==> src/rtl/sigm_share_sched_if.sv <==
// Handshake bundle between the gate requesters, the shared sigmoid scheduler
// and the downstream cell-state consumer.
interface sigm_share_sched_if #(
  parameter int WIDTH = 24,
  parameter int NREQ  = 3,
  parameter int IDW   = 2
);
  logic [NREQ-1:0]       req_valid;
  logic [NREQ*WIDTH-1:0] req_data;
  logic [NREQ-1:0]       req_ready;
  logic                  out_valid;
  logic [WIDTH-1:0]      out_data;
  logic [IDW-1:0]        out_id;
  logic                  out_ready;

  modport master (
    output req_valid, req_data, out_ready,
    input  req_ready, out_valid, out_data, out_id
  );

  modport slave (
    input  req_valid, req_data, out_ready,
    output req_ready, out_valid, out_data, out_id
  );
endinterface

==> src/rtl/sigm_share_sched.sv <==
// Round-robin sharing of one 3-segment PWL sigmoid among NREQ LSTM gate requesters,
// with a two-register pipeline (operand+tag, result+tag) and valid/ready on both sides.
module sigm_share_sched #(
  parameter int WIDTH = 24,
  parameter int NREQ  = 3,
  parameter int IDW   = 2,
  parameter int CNTW  = 16
) (
  input  logic               clk,
  input  logic               rst,
  input  logic [NREQ-1:0]    cfg_mask,
  sigm_share_sched_if.slave  bus,
  output logic               busy,
  output logic [CNTW-1:0]    done_cnt
);

  if (WIDTH != 24) begin : g_bad_width
    $error("sigm_share_sched: sigmf segment constants assume WIDTH=24");
  end
  if (NREQ < 2 || NREQ > 4) begin : g_bad_nreq
    $error("sigm_share_sched: NREQ must be 2..4");
  end

  // Saturating 3-segment approximation; x is range-compared as an unsigned word.
  function automatic logic signed [WIDTH-1:0] sigmf(input logic signed [WIDTH-1:0] x);
    logic [WIDTH-1:0]        xu;
    logic signed [WIDTH-1:0] sh3;
    logic signed [WIDTH-1:0] sh2;
    xu  = x;
    sh3 = x >>> 3;
    sh2 = x >>> 2;
    if (xu > 24'h333333 && xu < 24'hCCCCCC)
      sigmf = x[WIDTH-1] ? 24'sh000000 : 24'sh100000;
    else if (xu > 24'h0CCCCC && xu < 24'hF33333)
      sigmf = sh3 + (x[WIDTH-1] ? 24'sh066666 : 24'sh099999);
    else
      sigmf = sh2 + 24'sh080000;
  endfunction

  logic [NREQ-1:0]         elig;
  logic                    gnt_vld;
  logic [IDW-1:0]          gnt_id;
  logic [IDW:0]            idx_w;

  logic                    s1_adv;
  logic                    s0_adv;
  logic                    s0_free;
  logic                    xfer;

  logic [IDW-1:0]          ptr_q, ptr_d;
  logic [CNTW-1:0]         cnt_q, cnt_d;

  logic                    vld_p0_q, vld_p0_d;
  logic signed [WIDTH-1:0] data_p0_q;
  logic [IDW-1:0]          id_p0_q;

  logic                    vld_p1_q, vld_p1_d;
  logic signed [WIDTH-1:0] data_p1_q, data_p1_d;
  logic [IDW-1:0]          id_p1_q, id_p1_d;

  assign elig = bus.req_valid & cfg_mask;

  // First eligible requester scanning upward from the round-robin pointer.
  always_comb begin
    gnt_vld = 1'b0;
    gnt_id  = '0;
    idx_w   = '0;
    for (int i = 0; i < NREQ; i++) begin
      idx_w = {1'b0, ptr_q} + (IDW+1)'(i);
      if (idx_w >= (IDW+1)'(NREQ))
        idx_w = idx_w - (IDW+1)'(NREQ);
      if (!gnt_vld && elig[idx_w[IDW-1:0]]) begin
        gnt_vld = 1'b1;
        gnt_id  = idx_w[IDW-1:0];
      end
    end
  end

  assign s1_adv  = ~vld_p1_q | bus.out_ready;
  assign s0_adv  = vld_p0_q & s1_adv;
  assign s0_free = ~vld_p0_q | s0_adv;
  assign xfer    = ~rst & s0_free & gnt_vld;

  assign bus.req_ready = xfer ? (NREQ'(1) << gnt_id) : '0;

  always_comb begin
    ptr_d     = ptr_q;
    cnt_d     = cnt_q;
    vld_p0_d  = vld_p0_q;
    vld_p1_d  = vld_p1_q;
    data_p1_d = data_p1_q;
    id_p1_d   = id_p1_q;

    if (xfer)
      ptr_d = (gnt_id == IDW'(NREQ-1)) ? '0 : gnt_id + IDW'(1);

    if (xfer)
      vld_p0_d = 1'b1;
    else if (s0_adv)
      vld_p0_d = 1'b0;

    if (s0_adv) begin
      vld_p1_d  = 1'b1;
      data_p1_d = sigmf(data_p0_q);
      id_p1_d   = id_p0_q;
    end else if (bus.out_ready) begin
      vld_p1_d  = 1'b0;
    end

    if (vld_p1_q && bus.out_ready)
      cnt_d = cnt_q + CNTW'(1);
  end

  // ---- stage 0: operand and tag capture ----
  always_ff @(posedge clk) begin
    if (xfer) begin
      data_p0_q <= bus.req_data[gnt_id*WIDTH +: WIDTH];
      id_p0_q   <= gnt_id;
    end
  end

  // ---- stage 1: result and tag, plus scheduler control ----
  always_ff @(posedge clk or posedge rst) begin
    if (rst) begin
      ptr_q     <= '0;
      cnt_q     <= '0;
      vld_p0_q  <= 1'b0;
      vld_p1_q  <= 1'b0;
      data_p1_q <= '0;
      id_p1_q   <= '0;
    end else begin
      ptr_q     <= ptr_d;
      cnt_q     <= cnt_d;
      vld_p0_q  <= vld_p0_d;
      vld_p1_q  <= vld_p1_d;
      data_p1_q <= data_p1_d;
      id_p1_q   <= id_p1_d;
    end
  end

  assign bus.out_valid = vld_p1_q;
  assign bus.out_data  = data_p1_q;
  assign bus.out_id    = id_p1_q;
  assign busy          = vld_p0_q | vld_p1_q;
  assign done_cnt      = cnt_q;

endmodule

==> src/flat_wrapper.sv <==
// flat-port wrapper written by rule: the top's interface ports become plain ports
module sigm_share_sched_flat 
#(
  parameter int WIDTH = 24,
  parameter int NREQ  = 3,
  parameter int IDW   = 2,
  parameter int CNTW  = 16
)
  (clk, rst, cfg_mask, busy, done_cnt, bus_req_valid, bus_req_data, bus_out_ready, bus_req_ready, bus_out_valid, bus_out_data, bus_out_id);
  sigm_share_sched_if #(.WIDTH(WIDTH), .NREQ(NREQ), .IDW(IDW)) bus_i ();
  input  logic clk;
  input  logic rst;
  input  logic [NREQ-1:0] cfg_mask;
  output logic busy;
  output logic [CNTW-1:0] done_cnt;
  input wire logic [$bits(bus_i.req_valid)-1:0] bus_req_valid;
  input wire logic [$bits(bus_i.req_data)-1:0] bus_req_data;
  input wire logic [$bits(bus_i.out_ready)-1:0] bus_out_ready;
  output wire logic [$bits(bus_i.req_ready)-1:0] bus_req_ready;
  output wire logic [$bits(bus_i.out_valid)-1:0] bus_out_valid;
  output wire logic [$bits(bus_i.out_data)-1:0] bus_out_data;
  output wire logic [$bits(bus_i.out_id)-1:0] bus_out_id;
  assign bus_i.req_valid = bus_req_valid;
  assign bus_i.req_data = bus_req_data;
  assign bus_i.out_ready = bus_out_ready;
  assign bus_req_ready = bus_i.req_ready;
  assign bus_out_valid = bus_i.out_valid;
  assign bus_out_data = bus_i.out_data;
  assign bus_out_id = bus_i.out_id;
  sigm_share_sched #(.WIDTH(WIDTH), .NREQ(NREQ), .IDW(IDW), .CNTW(CNTW)) u_core (.clk(clk), .rst(rst), .cfg_mask(cfg_mask), .bus(bus_i), .busy(busy), .done_cnt(done_cnt));
endmodule
==> config.mk <==
export PLATFORM = sky130hd
export DESIGN_NAME = sigm_share_sched_flat
export DESIGN_NICKNAME = d
export VERILOG_FILES = /design/src/rtl/sigm_share_sched_if.sv /design/src/rtl/sigm_share_sched.sv /design/src/flat_wrapper.sv
export SDC_FILE = /design/constraint.sdc
export NUM_CORES = 1
export LEC_CHECK = 0
export ABC_AREA = 1
export BUFFER_PORTS_ARGS = -buffer_cell sky130_fd_sc_hd__buf_2
export CORE_ASPECT_RATIO = 1.25
export CORE_MARGIN = 5
export CORE_UTILIZATION = 35
export DETAILED_ROUTE_END_ITERATION = 12
export GPL_TIMING_DRIVEN = 1
export PLACE_DENSITY = 0.56
export SLEW_MARGIN = 30
export SYNTH_ARGS = -nofsm -noshare
export SYNTH_HDL_FRONTEND = slang
export SYNTH_SLANG_ARGS = --single-unit
==> constraint.sdc <==
create_clock -name clk -period 7.8 [get_ports clk]
set_clock_uncertainty 0.05 [all_clocks]
set_input_delay 1.17 -clock clk [delete_from_list [all_inputs] [get_ports clk]]
set_output_delay 1.17 -clock clk [all_outputs]
set_load 0.01 [all_outputs]
=== Word level (Yosys, flattened, before mapping) ===
Index checks and enable logic that the tools add are counted.

* Register bits after elaboration: 72
* Input bits: 81
* Output and inout bits: 47
* Word-level logic and storage cells: 75

* $add $sub $neg: 9
* Multiply operators: 1
* Order comparisons: 10
* Equal/unequal tests: 1
* Shifts and indexed selects: 2
* Muxes and demuxes: 25
* Bitwise logic cells: 10
* Reductions and logical operators: 9

{| class="wikitable"
|+ Operators by type and width
! cell !! count
|-
| variable part select 72 x 8 -> 24 bit || 1
|-
| < comparator 24 bit (second input constant) || 2
|-
| 2-to-1 mux 24 bit || 2
|-
| greater-than comparator 24 x 20 -> 1 bit (second input constant) || 1
|-
| greater-than comparator 24 x 22 -> 1 bit (second input constant) || 1
|-
| adder 22 x 21 -> 23 bit (second input constant) || 1
|-
| adder 21 x 21 -> 22 bit || 1
|-
| 2-to-1 mux 21 bit || 1
|-
| 2-to-1 mux 20 bit || 1
|-
| adder 16 x 1 -> 16 bit (second input constant) || 1
|-
| 2-to-1 mux 2 bit || 7
|-
| 2-to-1 mux 1 bit || 10
|-
| < comparator 2 x 3 -> 1 bit (second input constant) || 3
|-
| binary-select mux 1 bit (select 2 bit) || 3
|-
| greater-or-equal comparator 3 x 2 -> 1 bit (second input constant) || 2
|-
| subtractor 2 bit (second input constant) || 3
|-
| logical AND 1 bit || 5
|-
| multiplier 2 x 2 -> 4 bit (second input constant) || 1
|-
| nonzero test 2 bit || 2
|-
| adder 2 x 1 -> 3 bit (second input constant) || 1
|-
| adder 2 x 2 -> 3 bit (second input constant) || 1
|-
| bitwise AND 1 bit || 3
|-
| bitwise AND 3 bit || 1
|-
| 2-to-1 mux 3 bit || 1
|-
| 7 further kinds || 12
|}

=== Longest topological paths before layout ===
Gate-level depths: netlist (run 1).

* Depth in word-level cells: 13
* Depth in mapped cells: 16
* Gate-level depth less buffers: 16

=== Least setup slack after synthesis (run 1) ===
No wires, ideal clock.

* Path kind: in2out
* From: input rst
* To: output bus_req_ready[1]
* Data arrival time: 2.652 ns
* Data required time: 6.580 ns
* Slack: 3.928 ns
* Cell stages on the path: 5
* Path buffers: 0
* Path through: inv_1 > nand2_1 > inv_1 > nand2_1 > nor2_1

* Cells in the longest elaborated chain, start to end: 4

{| class="wikitable"
|+ Ends and longest elaborated chain
! element !! RTL line !! source
|-
| start: declaration || flat_wrapper.sv:12 || <nowiki>input logic rst;</nowiki>
|-
| NOT 1 bit || sigm_share_sched.sv:82 || <nowiki>assign xfer = ~rst & s0_free & gnt_vld;</nowiki>
|-
| bitwise AND 1 bit (2 in series) || sigm_share_sched.sv:82 ||
|-
| 2-to-1 mux 3 bit || sigm_share_sched.sv:84 || <nowiki>assign bus.req_ready = xfer ? (NREQ'(1) << gnt_id) : '0;</nowiki>
|-
| end: declaration || flat_wrapper.sv:19 || <nowiki>output wire logic [$bits(bus_i.req_ready)-1:0] bus_req_ready;</nowiki>
|}

No other way between the ends.

=== Final worst setup path (run 1) ===
* From: input bus_req_valid[2]
* To: output bus_req_ready[0]

* Cells in the longest elaborated chain, start to end: 12
* Elaborated cells between the ends (all ways): 20
* Classes of those cells: shift: 1; mux: 13; bitwise: 2; reduce/logical: 4

{| class="wikitable"
|+ Ends and longest elaborated chain
! element !! RTL line !! source
|-
| start: declaration || flat_wrapper.sv:16 || <nowiki>input wire logic [$bits(bus_i.req_valid)-1:0] bus_req_valid;</nowiki>
|-
| bitwise AND 3 bit * || sigm_share_sched.sv:61 || <nowiki>assign elig = bus.req_valid & cfg_mask;</nowiki>
|-
| binary-select mux 1 bit (select 2 bit) || sigm_share_sched.sv:72 || <nowiki>if (!gnt_vld && elig[idx_w[IDW-1:0]]) begin</nowiki>
|-
| 2-to-1 mux 1 bit (implied by the code) || sigm_share_sched.sv:72 ||
|-
| 2-to-1 mux 1 bit || sigm_share_sched.sv:72 ||
|-
| logical NOT 1 bit || sigm_share_sched.sv:72 ||
|-
| logical AND 1 bit || sigm_share_sched.sv:72 ||
|-
| 2-to-1 mux 1 bit || sigm_share_sched.sv:72 ||
|-
| logical NOT 1 bit || sigm_share_sched.sv:72 ||
|-
| logical AND 1 bit || sigm_share_sched.sv:72 ||
|-
| 2-to-1 mux 2 bit / 2-to-1 mux 1 bit (equally long branches) || sigm_share_sched.sv:72 ||
|-
| left shift 1 x 2 -> 3 bit / bitwise AND 1 bit (equally long branches) || sigm_share_sched.sv:84, sigm_share_sched.sv:82 ||
|-
| 2-to-1 mux 3 bit * || sigm_share_sched.sv:84 ||
|}

Mark *: on every way between the ends. The rest lies on a longest branch, timed or not. The select of a mux whose other input is x is not followed.

==> results.md, run 1 <==
- Status: complete, no violations
- Post-layout net count: 999
- Core Box Area: 15500 um^2
- Antenna-violating nets left: 0
- Worst reg-to-reg path cell count: 16
- Unrepaired setup endpoints after global routing: false
- CP Max Fanout: 26
- Pwr Density: 445 nW/um^2
- Clk pin slew, worst setup/hold paths: 0.06 ns
- Required time at the worst-slack endpoint: 6.58 ns
- Final Hold Viols: 0
- Crit. End Element: output pin
- CTS tree: done
- CTS H-Tree Depth: 3
- Combinational cell fraction of total power: 0.611
- Share of the yosys chip area belonging to registers: 0.348
- HPWL after detailed placement: 12000 um
- Die Outline Area: 18300 um^2
- Sort of element at the start of the critical path: input pin
- Setup_tns: 0 ns
- Endpoint of the lowest-slack register-to-register path: u_core.bus.out_data[10]
- Initial cell density of the core: 0.354
- Number of clock sinks: 71
- Total routing usage reported by global routing: 0.167
- Chip width: 122 um
- WP data arrival: 2.93 ns
- Number of DRC markers in iteration 0: 226
- Count of unique library cells instantiated by Yosys: 47
- Wire length of the first global-routing pass: 24300 um
- Commonest non-fill, non-tap cell in the layout: sky130_fd_sc_hd__nand2_1
- Proportion of power drawn by the clock network: 0.140
- Number of ports placed on the die boundary: 128
- Vias/cell: 4.75
- Crit Reg-Reg Startpoint: u_core.data_p0_q[23]
- Post-synth top area cell: sky130_fd_sc_hd__dfrtp_1
- Setup WS pre-CTS: 3.64 ns
- Final standard cell count with taps included and fillers excluded: 1108
- Reported leakage power: 0.00344 uW
- Net load switching power: 1490 uW
- Fraction of power spent switching nets: 0.511
- Clock buffers created by TritonCTS: 9
- Global-route congestion overflow total: 0
- Max Cap Viol: 0
- Post-synthesis register bit count: 71
- Warnings, synthesis: 0
- Ratio of cells with drive above 1 in the final layout: 0.224
- Via count of the first global-routing pass: 5064
- Total vias in the final route: 5263
- Hold Buf Count CTS: 0
- Clock network latency to the later pin of the worst-skew pair: 0.34 ns
- Net count after synthesis: 874
- Vertical die dimension: 150 um
- Critical path origin: bus_req_valid[2]
- Hold Path Class: reg -> reg
- PortBufs: 127
- Most used cells in the layout excluding fill and tap cells: sky130_fd_sc_hd__nand2_1, sky130_fd_sc_hd__buf_2, sky130_fd_sc_hd__nand3_1, sky130_fd_sc_hd__inv_1, sky130_fd_sc_hd__nor2_1
- Routed len/inst: 13.6 um
- Total wire length: 15000 um
- Relative contribution of sequential cells to total power: 0.249
- Area growth from synthesis to layout: 19.8%
- Row count: 51
- Cell-internal power: 1430 uW
- Diode count: 0
- Minimum period implied by the final worst setup slack: 4.15 ns
- Achievable clock frequency: 241 MHz
- Post-CTS setup repair buffer count: 0
- Initial antenna violation count: 0
- DRC violation count after routing: 0
- Worst Setup Path Type: in -> out
- Drt pass-1 iters: 6
- Setup slack of the most critical reg-to-reg path: 4.25 ns
- Crit share post-route: 0.531
- End of the critical path: bus_req_ready[0]
- Main area contributors after synthesis: sky130_fd_sc_hd__dfrtp_1, sky130_fd_sc_hd__nand2_1, sky130_fd_sc_hd__edfxtp_1, sky130_fd_sc_hd__nand3_1, sky130_fd_sc_hd__ha_1
- Least setup slack across all paths after layout: 3.65 ns
- Placer's final routability congestion estimate: 0.890
- Fin. max-slew vios: 0
- Max-Slew Margin vs Limit: 0.403
- Tightest Pin Transition: 0.894 ns
- Clock Root Buffer: sky130_fd_sc_hd__clkbuf_16
- Largest net degree at the start of global routing: 47
- Area share of the leading cell type in the synthesized netlist: 0.205
- Synthesized area: 5480 um^2
- Final setup viols: 0
- Post-Syn Area per Cell: 7.16 um^2
- Bufs on Longest Clock Path: 2
- Worst voltage drop across the vdd grid: 201 uV
- CTS-repair resized insts: 0
- Min Hold Slack: 0.392 ns
- Power consumption: 2920 uW
- Synth Instances: 766
- Cell count after placement: 1092
## critical path, stage by stage
cell and delay [ns]:
sky130_fd_sc_hd__buf_2 0.09, sky130_fd_sc_hd__nand2_1 0.07, sky130_fd_sc_hd__inv_1 0.06, sky130_fd_sc_hd__nand2_1 0.06
sky130_fd_sc_hd__nand2_1 0.05, sky130_fd_sc_hd__a21boi_1 0.24, sky130_fd_sc_hd__nand4_1 0.15, sky130_fd_sc_hd__nand2_2 0.39
sky130_fd_sc_hd__inv_2 0.30, sky130_fd_sc_hd__nand2_1 0.15, sky130_fd_sc_hd__nor2_1 0.04, sky130_fd_sc_hd__buf_2 0.14
## metrics by stage
step	util	area (um^2)
4_1_cts	0.424	6570
2_1_floorplan	-	5480
3_3_place_gp	0.405	6280
6_report	0.424	6570
3_5_place_dp	0.405	6280
5_1_grt	0.424	6570
## registers in the layout, indices dropped and copies added (netlist names)
register / count
u_core.data_p0_q: 24
u_core.vld_p0_q: 1
u_core.id_p0_q: 2
u_core.bus.out_data: 23
u_core.bus.out_valid: 1
u_core.done_cnt: 16
u_core.bus.out_id: 2
u_core.ptr_q: 2
## how the worst min path moves through the flow
stage / start / to / slack, ns / cells after the start
6_report: u_core.id_p0_q[0] / u_core.bus.out_id[0] / 0.39 / 2
3_5_place_dp: u_core.id_p0_q[0] / u_core.bus.out_id[0] / 0.38 / 2
3_3_place_gp: u_core.id_p0_q[0] / u_core.bus.out_id[0] / 0.38 / 2
5_1_grt: u_core.id_p0_q[1] / u_core.bus.out_id[1] / 0.41 / 2
4_1_cts: u_core.id_p0_q[0] / u_core.bus.out_id[0] / 0.40 / 2
2_1_floorplan: u_core.id_p0_q[0] / u_core.bus.out_id[0] / 0.37 / 2
## cell families after synthesis
family,count (synthesis),share of synthesized area
xor+xnor,21,0.0336
fa+ha+maj,27,0.0630
mux,1,0.00205
flops,71,0.348
compound gates,70,0.0760
simple gates,481,0.400
buf+inv,95,0.0772
## cell type report
type,count,area (um^2)
Clock buffer,10,250
Multi-Input combinational cell,600,3150
Sequential cell,71,1910
Inverter,80,304
Fill cell,1672,8940
Tap cell,212,265
Clock inverter,6,38.8
Timing Repair Buffer,129,651
## layer usage
layer  part of all wire  vias up  global-route usage
li1                   -     2754                   -
met1               0.45     2336               0.214
met2               0.48      146               0.279
met3              0.046       27              0.0302
met4              0.028        0              0.0594
met5                  0        -                   0
## cell usage after synthesis (all sizes together)
cell type	instances
edfxtp	26
nor3	7
o211ai	5
nand2	277
a21boi	3
a21o	2
xor2	12
ha	26
nor2	67
clkbuf	2
o21ai	29
or2	3
o21bai	6
and3	1
fa	1
nand4	11
nand3b	2
xnor2	9
a31oi	1
nand3	109
a21oi	24
dfrtp	45
inv	79
nor3b	1
clkinv	1
and2	3
buf	13
mux2	1
## power groups by stage
stage	logic [uW]	clock network, uW	registers (uW)
3_5_place_dp	1780	0	731
6_report	1780	410	726
5_1_grt	2030	435	746
2_1_floorplan	1340	0	705
4_1_cts	1790	418	725
3_3_place_gp	1790	0	726
Power figures use the tool's default switching activity.
==> run 2: changes to the inputs <==
clock period = 4.3 ns   (was 7.8 ns; I/O delays follow)
==> run 2 against run 1 <==
Sequential share of layout area shrank 0.18 points; sequential power increased by 78%; clock-buffer cell count grew 3; setup slack worse by 2.8 ns; register-to-register slack got worse by 2.8 ns; worst hold slack better by 0.0071 ns; final area increased by 0.63%; cell count is the same; clock power up 90%; non-clock buffer count grew 1; largest power group unchanged.
==> results.md, run 2 (synthesized netlist as in run 1, its figures left out) <==
- Status: complete, no violations
- Number of clock sinks: 71 (unchanged)
- WP data arrival: 2.74 ns (-0.19 ns)
- Largest net degree at the start of global routing: 46 (-2.1%)
- Highest-delay cell along the critical path: sky130_fd_sc_hd__nand2_2
- CP Max Fanout: 26 (unchanged)
- CP delay by family, top: simple AND/OR/NAND/NOR gates
- Post-CTS setup repair buffer count: 0 (unchanged)
- Wire length of the first global-routing pass: 25200 um (+3.9%)
- Cell-by-cell listing of the critical path: inv_1, ha_1, nand4_1, a21boi_1, nand4_1, nand2_2, inv_2, nand2_1, nor2_1, buf_2
- Area growth from synthesis to layout: 20.6%
- Least setup slack across all paths after layout: 0.869 ns (-2.79 ns)
- Clock Root Buffer: sky130_fd_sc_hd__clkbuf_16
- Proportion of power drawn by the clock network: 0.145 (+0.005)
- Die Outline Area: 18300 um^2 (unchanged)
- Clock buffers created by TritonCTS: 9 (unchanged)
- CTS tree: done
- Placer's final routability congestion estimate: 0.923 (+3.7%)
- Combinational cell fraction of total power: 0.614 (+0.003)
- CTS H-Tree Depth: 3 (unchanged)
- HPWL after detailed placement: 12200 um (+1.8%)
- Global-route congestion overflow total: 0 (unchanged)
- Number of DRC markers in iteration 0: 181 (-20%)
- Cell depth of the worst setup path: 10 (-2)
- Required time at the worst-slack endpoint: 3.61 ns (-2.97 ns)
- Min Hold Slack: 0.399 ns (+0.00706 ns)
- Total vias in the final route: 5263 (unchanged)
- Post-layout net count: 1000 (+0.10%)
- Relative contribution of sequential cells to total power: 0.241 (-0.008)
- Fin. max-slew vios: 0 (unchanged)
- Diode count: 0 (unchanged)
- Clock network latency to the later pin of the worst-skew pair: 0.34 ns (about the same)
- Routed len/inst: 13.7 um (+1.1%)
- Tightest Pin Transition: 0.861 ns (-0.0335 ns)
- Number of flip-flops under the largest register name: 24 (unchanged)
- Net load switching power: 2700 uW (+81%)
- Bufs on Longest Clock Path: 2 (unchanged)
- Crit share post-route: 0.798
- Initial cell density of the core: 0.354 (unchanged)
- Hold Path Class: reg -> reg
- Worst path most repeated cell: sky130_fd_sc_hd__nand4_1
- Setup_tns: 0 ns (unchanged)
- Unrepaired setup endpoints after global routing: false
- WL met1: 6800 um (+0.41%)
- Initial antenna violation count: 0 (unchanged)
- Vias/cell: 4.75 (unchanged)
- Drt pass-1 iters: 4 (-2)
- Max-Slew Margin vs Limit: 0.423 (+0.0194)
- Total wire length: 15200 um (+1.1%)
- Total length of routed met2 wires: 7240 um (+1.1%)
- Row count: 51 (unchanged)
- Post-layout utilization of the core: 0.426 (+0.00266)
- Sort of element at the start of the critical path: flip-flop
- DRC violation count after routing: 0 (unchanged)
- CTS-repair resized insts: 0 (unchanged)
- Number of buffer and inverter stages on the critical path: 3 (-1)
- Via count of the first global-routing pass: 5330 (+5.3%)
- Ratio of cells with drive above 1 in the final layout: 0.225 (+0.00112)
- Hold Buf Count CTS: 0 (unchanged)
- Number of ports placed on the die boundary: 128 (unchanged)
- Reported leakage power: 0.00345 uW (+0.29%)
- Crit. End Element: output pin
- Clk pin slew, worst setup/hold paths: 0.06 ns (about the same)
- Pwr Density: 812 nW/um^2 (+83%)
- Fraction of power spent switching nets: 0.504 (-0.00729)
- Core Box Area: 15500 um^2 (unchanged)
- Routed wire length on met3: 678 um (-2.9%)
- Register with the most flip-flops: u_core.data_p0_q
- Uppermost signal routing layer after detailed routing: met4
- Total routing usage reported by global routing: 0.173 (+0.00623)
- PortBufs: 127 (unchanged)
- Setup WS pre-CTS: 1.18 ns (-2.46 ns)
- Minimum period implied by the final worst setup slack: 3.43 ns
- Vertical die dimension: 150 um (unchanged)
- Hold Path Depth: 2 (unchanged)
- Worst Setup Path Type: reg -> out
- Cell-internal power: 2660 uW (+87%)
- Chip width: 122 um (unchanged)
- Maximum cell stage delay along the critical path: 0.39 ns (about the same)
- Final Hold Viols: 0 (unchanged)
- Worst reg-to-reg path cell count: 7 (-9)
- Max Cap Viol: 0 (unchanged)
- Achievable clock frequency: 291 MHz
- Most used cells in the layout excluding fill and tap cells: sky130_fd_sc_hd__nand2_1, sky130_fd_sc_hd__buf_2, sky130_fd_sc_hd__nand3_1, sky130_fd_sc_hd__inv_1, sky130_fd_sc_hd__nor2_1
- Worst voltage drop across the vdd grid: 288 uV (+43%)
- Antenna-violating nets left: 0 (unchanged)
- Final setup viols: 0 (unchanged)
- Commonest non-fill, non-tap cell in the layout: sky130_fd_sc_hd__nand2_1
[run 2: worst paths after layout]
path                       slack (ns)                       to         startpoint
setup / recovery                 0.87         bus_req_ready[0]    u_core.ptr_q[0]
hold / removal                   0.40     u_core.bus.out_id[1]  u_core.id_p0_q[1]
setup reg to reg                 1.42      u_core.data_p0_q[7]    u_core.ptr_q[0]
hold reg to reg                  0.40     u_core.bus.out_id[1]  u_core.id_p0_q[1]
max in group asynchronous        3.34  u_core.bus.out_data[12]                rst
min in group asynchronous        0.47      u_core.done_cnt[12]                rst
[run 2: final cells by class]
cell class | instances | area [um^2]
Tap cell | 212 | 265
Sequential cell | 71 | 1910
Multi-Input combinational cell | 600 | 3150
Inverter | 80 | 304
Timing Repair Buffer | 130 | 658
Clock inverter | 2 | 17.5
Fill cell | 1646 | 8900
Clock buffer | 13 | 303
[run 2: power by group through the flow]
stage | Combinational, uW | Sequential, uW | Clock [uW]
3_3_place_gp | 3300 | 1300 | 0
2_1_floorplan | 2430 | 1280 | 0
5_1_grt | 3760 | 1320 | 825
6_report | 3300 | 1290 | 778
4_1_cts | 3310 | 1280 | 797
3_5_place_dp | 3300 | 1300 | 0
[run 2: per-stage QoR]
| stage | instance area, um^2 | cells | total power, uW |
|---|---|---|---|
| 3_5_place_dp | 6290 | 1093 | 4590 |
| 2_1_floorplan | 5480 | 766 | 3710 |
| 4_1_cts | 6610 | 1108 | 5390 |
| 6_report | 6610 | 1108 | 5370 |
| 3_3_place_gp | 6290 | 1093 | 4600 |
| 5_1_grt | 6610 | 1108 | 5900 |
[run 2: worst reg2reg max path, delay by kind of cell (launching register included)]
kind / cells / cell delay [ns]
buffers and inverters: 2 / 0.79
and+or+nand+nor: 3 / 0.48
DFF: 1 / 0.37
adders and majority gates: 1 / 0.36
AOI/OAI and AO/OA: 1 / 0.30
[run 2: layer usage]
metal | vias to the layer above | GRT usage
li1 | 2753 | -
met1 | 2352 | 0.215
met2 | 128 | 0.292
met3 | 30 | 0.0348
met4 | 0 | 0.0695
met5 | - | 0
==> run 3: changes to the inputs <==
ABC_AREA = 0   (was 1)
PLACE_DENSITY = 0.59   (was 0.56)
clock period = 3 ns   (was 4.3 ns; I/O delays follow)
==> run 3 against run 2 <==
Cell count is 23% lower; sequential cell count did not move; combinational power decreased by 17%; sequential power grew 23%; die area fell by 11%; register-to-register slack lost 1.3 ns; clock power rose by 49%; core utilization rose by 2.2 points; synthesized area fell by 12%; critical path type is now reg -> reg; highest routed layer unchanged.
==> results.md, run 3 <==
- Minimum period implied by the final worst setup slack: 2.86 ns
- Synth async-reset ratio: 0.634 (unchanged)
- DRC violation count after routing: 0 (unchanged)
- Synthesized area: 4840 um^2 (-12%)
- Area growth from synthesis to layout: 26.8%
- Setup slack of the most critical reg-to-reg path: 0.14 ns (-1.28 ns)
- Cell-internal power: 3160 uW (+19%)
- Fill cell total of the finished layout: 1359 (-17%)
- Total vias in the final route: 4515 (-14%)
- WP data arrival: 3.04 ns (+0.30 ns)
- Count of flip-flops with a built-in enable after synthesis: 26 (unchanged)
- Crit. End Element: flip-flop
- Worst voltage drop across the vdd grid: 306 uV (+6.3%)
- Routed len/inst: 16.6 um (+21%)
- Sort of element at the start of the critical path: flip-flop
- Number of flip-flops under the largest register name: 24 (unchanged)
- Antenna-violating nets left: 0 (unchanged)
- Proportion of power drawn by the clock network: 0.211 (+0.066)
- Crit Reg-Reg Startpoint: u_core.data_p0_q[23]
- CTS tree: done
- PortBufs: 127 (unchanged)
- Clock Root Buffer: sky130_fd_sc_hd__clkbuf_16
- CTS H-Tree Depth: 3 (unchanged)
- Die Outline Area: 16300 um^2 (-11%)
- Total wire length: 14100 um (-7.4%)
- Register with the most flip-flops: u_core.data_p0_q
- Vertical die dimension: 141 um (-5.7%)
- Synth Instances: 529 (-31%)
- Fraction of power spent switching nets: 0.425 (-0.0788)
- Predominant post-synthesis flop cell: sky130_fd_sc_hd__dfrtp_1
- Relative contribution of sequential cells to total power: 0.290 (+0.049)
- Post-Syn Area per Cell: 9.14 um^2 (+28%)
- Main area contributors after synthesis: sky130_fd_sc_hd__dfrtp_1, sky130_fd_sc_hd__edfxtp_1, sky130_fd_sc_hd__nand2_1, sky130_fd_sc_hd__ha_1, sky130_fd_sc_hd__a22oi_1
- Storage element area: 1910 um^2 (unchanged)
- Core Box Area: 13700 um^2 (-12%)
- Worst Setup Path Type: reg -> reg
- Final standard cell count with taps included and fillers excluded: 850 (-23%)
- Setup WS pre-CTS: 0.0762 ns (-1.11 ns)
- Clk pin slew, worst setup/hold paths: 0.07 ns (about the same)
- Final Hold Viols: 0 (unchanged)
- Post-synth top area cell: sky130_fd_sc_hd__dfrtp_1
- Net count after synthesis: 637 (-27%)
- Power consumption: 5490 uW (+2.3%)
- Status: complete, no violations
- Achievable clock frequency: 350 MHz
- Count of unique library cells instantiated by Yosys: 72 (+53%)
- Number of clock sinks: 71 (unchanged)
- Count leader, synth: sky130_fd_sc_hd__nand2_1
- Largest net degree at the start of global routing: 27 (-41%)
- Drt pass-1 iters: 5 (+1)
- Combinational family with the most area after synthesis: simple AND/OR/NAND/NOR gates
- Setup_tns: 0 ns (unchanged)
- Area of the multi-input gates: 2810 um^2 (-11%)
- Reported leakage power: 0.00296 uW (-14%)
- Area share of the leading cell type in the synthesized netlist: 0.233 (+0.0274)
- Final setup viols: 0 (unchanged)
- Fin. max-slew vios: 0 (unchanged)
- Endpoint of the lowest-slack register-to-register path: u_core.bus.out_data[20]
- Total routing usage reported by global routing: 0.178 (+0.00545)
- Initial antenna violation count: 0 (unchanged)
- Pwr Density: 895 nW/um^2 (+10%)
- CP Max Fanout: 3 (-88%)
- Placer's final routability congestion estimate: 0.851 (-7.9%)
- Least setup slack across all paths after layout: 0.140 ns (-0.729 ns)
- Combinational cell fraction of total power: 0.499 (-0.115)
- Share of the yosys chip area belonging to registers: 0.394 (+0.0464)
- Crit share post-route: 0.953
- Cell count after placement: 832 (-24%)
- Worst reg-to-reg path cell count: 11 (+4)
- Complex-gate fraction of the synthesized area: 0.199 (+0.123)
- Ratio of cells with drive above 1 in the final layout: 0.281 (+0.0560)
- Via count of the first global-routing pass: 4691 (-12%)
- Diode count: 0 (unchanged)
- Share of synthesized cell area in full adder, half adder and majority cells: 0.0755 (+0.0126)
- Global-route congestion overflow total: 0 (unchanged)
- Most used cells in the layout excluding fill and tap cells: sky130_fd_sc_hd__buf_2, sky130_fd_sc_hd__nand2_1, sky130_fd_sc_hd__dfrtp_1, sky130_fd_sc_hd__ha_1, sky130_fd_sc_hd__edfxtp_1
- Synth top cells by count: sky130_fd_sc_hd__nand2_1, sky130_fd_sc_hd__dfrtp_1, sky130_fd_sc_hd__edfxtp_1, sky130_fd_sc_hd__ha_1
- Post-synthesis register bit count: 71 (unchanged)
- Commonest non-fill, non-tap cell in the layout: sky130_fd_sc_hd__buf_2
- Post-layout net count: 778 (-22%)
- Row count: 48 (-5.9%)
- Warnings, synthesis: 0 (unchanged)
- Clock buffers created by TritonCTS: 9 (unchanged)
- Bufs on Longest Clock Path: 2 (unchanged)
- Tightest Pin Transition: 0.635 ns (-0.226 ns)
- Hold Buf Count CTS: 0 (unchanged)
- Clock network latency to the later pin of the worst-skew pair: 0.33 ns (about the same)
- Number of ports placed on the die boundary: 128 (unchanged)
- Net load switching power: 2330 uW (-14%)
- Post-synthesis simple-gate area fraction: 0.210 (-0.191)
- Max Cap Viol: 0 (unchanged)
- Max-Slew Margin vs Limit: 0.575 (+0.153)
- Initial cell density of the core: 0.353 (about the same)
- Vias/cell: 5.31 (+12%)
- Synth Area in XOR/XNOR: 0.0525 (+0.0190)
- Required time at the worst-slack endpoint: 3.17 ns (-0.44 ns)
- Chip width: 115 um (-5.6%)
- HPWL after detailed placement: 11100 um (-9.3%)
- Number of DRC markers in iteration 0: 217 (+20%)
- Wire length of the first global-routing pass: 23000 um (-8.7%)
- Mux share of post-synthesis cell area: 0.0354 (+0.0334)
- Hold Path Class: in -> async
[run 3: cell types whose count changed after synthesis, sizes merged, moves of 7 or more]
cell,change
a211oi,+8
buf,-7
a21o,+8
xnor2,+9
inv,-63
nand2,-165
a31oi,+8
nor2,-42
mux2i,+16
o31ai,+8
nand3,-94
clkbuf,+12
a22oi,+24
[run 3: layer usage]
| layer | share of wire | up-vias | wire (um) | global-route usage |
|---|---|---|---|---|
| met4 | 0.019 | 0 | 273 | 0.0686 |
| li1 | - | 2220 | - | - |
| met5 | 0 | - | 0 | 0 |
| met2 | 0.52 | 147 | 7260 | 0.313 |
| met1 | 0.41 | 2126 | 5800 | 0.218 |
| met3 | 0.054 | 22 | 754 | 0.0269 |
[run 3: worst max-delay path, cell delays in order, from the launching register on]
cell and delay [ns]:
sky130_fd_sc_hd__edfxtp_1 0.44, sky130_fd_sc_hd__inv_2 0.09, sky130_fd_sc_hd__ha_1 0.17, sky130_fd_sc_hd__inv_1 0.06, sky130_fd_sc_hd__fa_1 0.40, sky130_fd_sc_hd__nand2b_1 0.18, sky130_fd_sc_hd__a21oi_1 0.23, sky130_fd_sc_hd__o21ai_1 0.18
sky130_fd_sc_hd__a31oi_1 0.36, sky130_fd_sc_hd__a31oi_1 0.21, sky130_fd_sc_hd__mux2i_1 0.16, sky130_fd_sc_hd__a211o_1 0.23
[run 3: cell families after synthesis]
group	count (synthesis)
muxes	17
xor gates and xnor gates	29
DFF	71
AOI/OAI and AO/OA	134
buffers and inverters	36
and+or+nand+nor	213
adders and majority gates	29
[run 3: through the flow]
stage	utilization	cell area (um^2)	hold slack [ns]
detailed placement	0.421	5770	0.381
floorplan	-	4840	0.365
global placement	0.421	5770	0.382
finish	0.448	6130	0.0985
global route	0.448	6130	0.129
CTS	0.446	6110	0.140
[run 3: how the worst max path moves through the flow]
stage | startpoint | end | slack, ns | cells after the start
after floorplan | u_core.data_p0_q[23] | u_core.bus.out_data[18] | 0.08 | 12
after global placement | u_core.data_p0_q[23] | u_core.bus.out_data[18] | 0.15 | 11
after detailed placement | u_core.ptr_q[0] | bus_req_ready[1] | 0.08 | 7
after CTS | u_core.ptr_q[0] | bus_req_ready[1] | -0.05 | 7
after global routing | u_core.ptr_q[0] | bus_req_ready[0] | -0.006 | 7
final | u_core.data_p0_q[23] | u_core.bus.out_data[20] | 0.14 | 11
[run 3: what timing repair did]
item,CTS,global route
setup buffers,0,1
pin swaps,1,1
endpoints found under the setup margin,2,3
resized for setup,1,2
cloned,1,0
[run 3: area by class of cell]
| type | count | area share |
|---|---|---|
| Clock buffer | 10 | 0.0408 |
| Clock inverter | 6 | 0.0118 |
| Tap cell | 175 | 0.0357 |
| Multi-Input combinational cell | 423 | 0.458 |
| Inverter | 16 | 0.00979 |
| Sequential cell | 71 | 0.311 |
| Timing Repair Buffer | 149 | 0.133 |
[run 3: power groups by stage]
stage / logic (uW) / registers (uW) / clock network [uW]
2_1_floorplan: 1740 / 1640 / 0
3_3_place_gp: 2660 / 1600 / 0
3_5_place_dp: 2700 / 1610 / 0
4_1_cts: 2740 / 1590 / 1190
5_1_grt: 3040 / 1630 / 1240
6_report: 2740 / 1590 / 1160
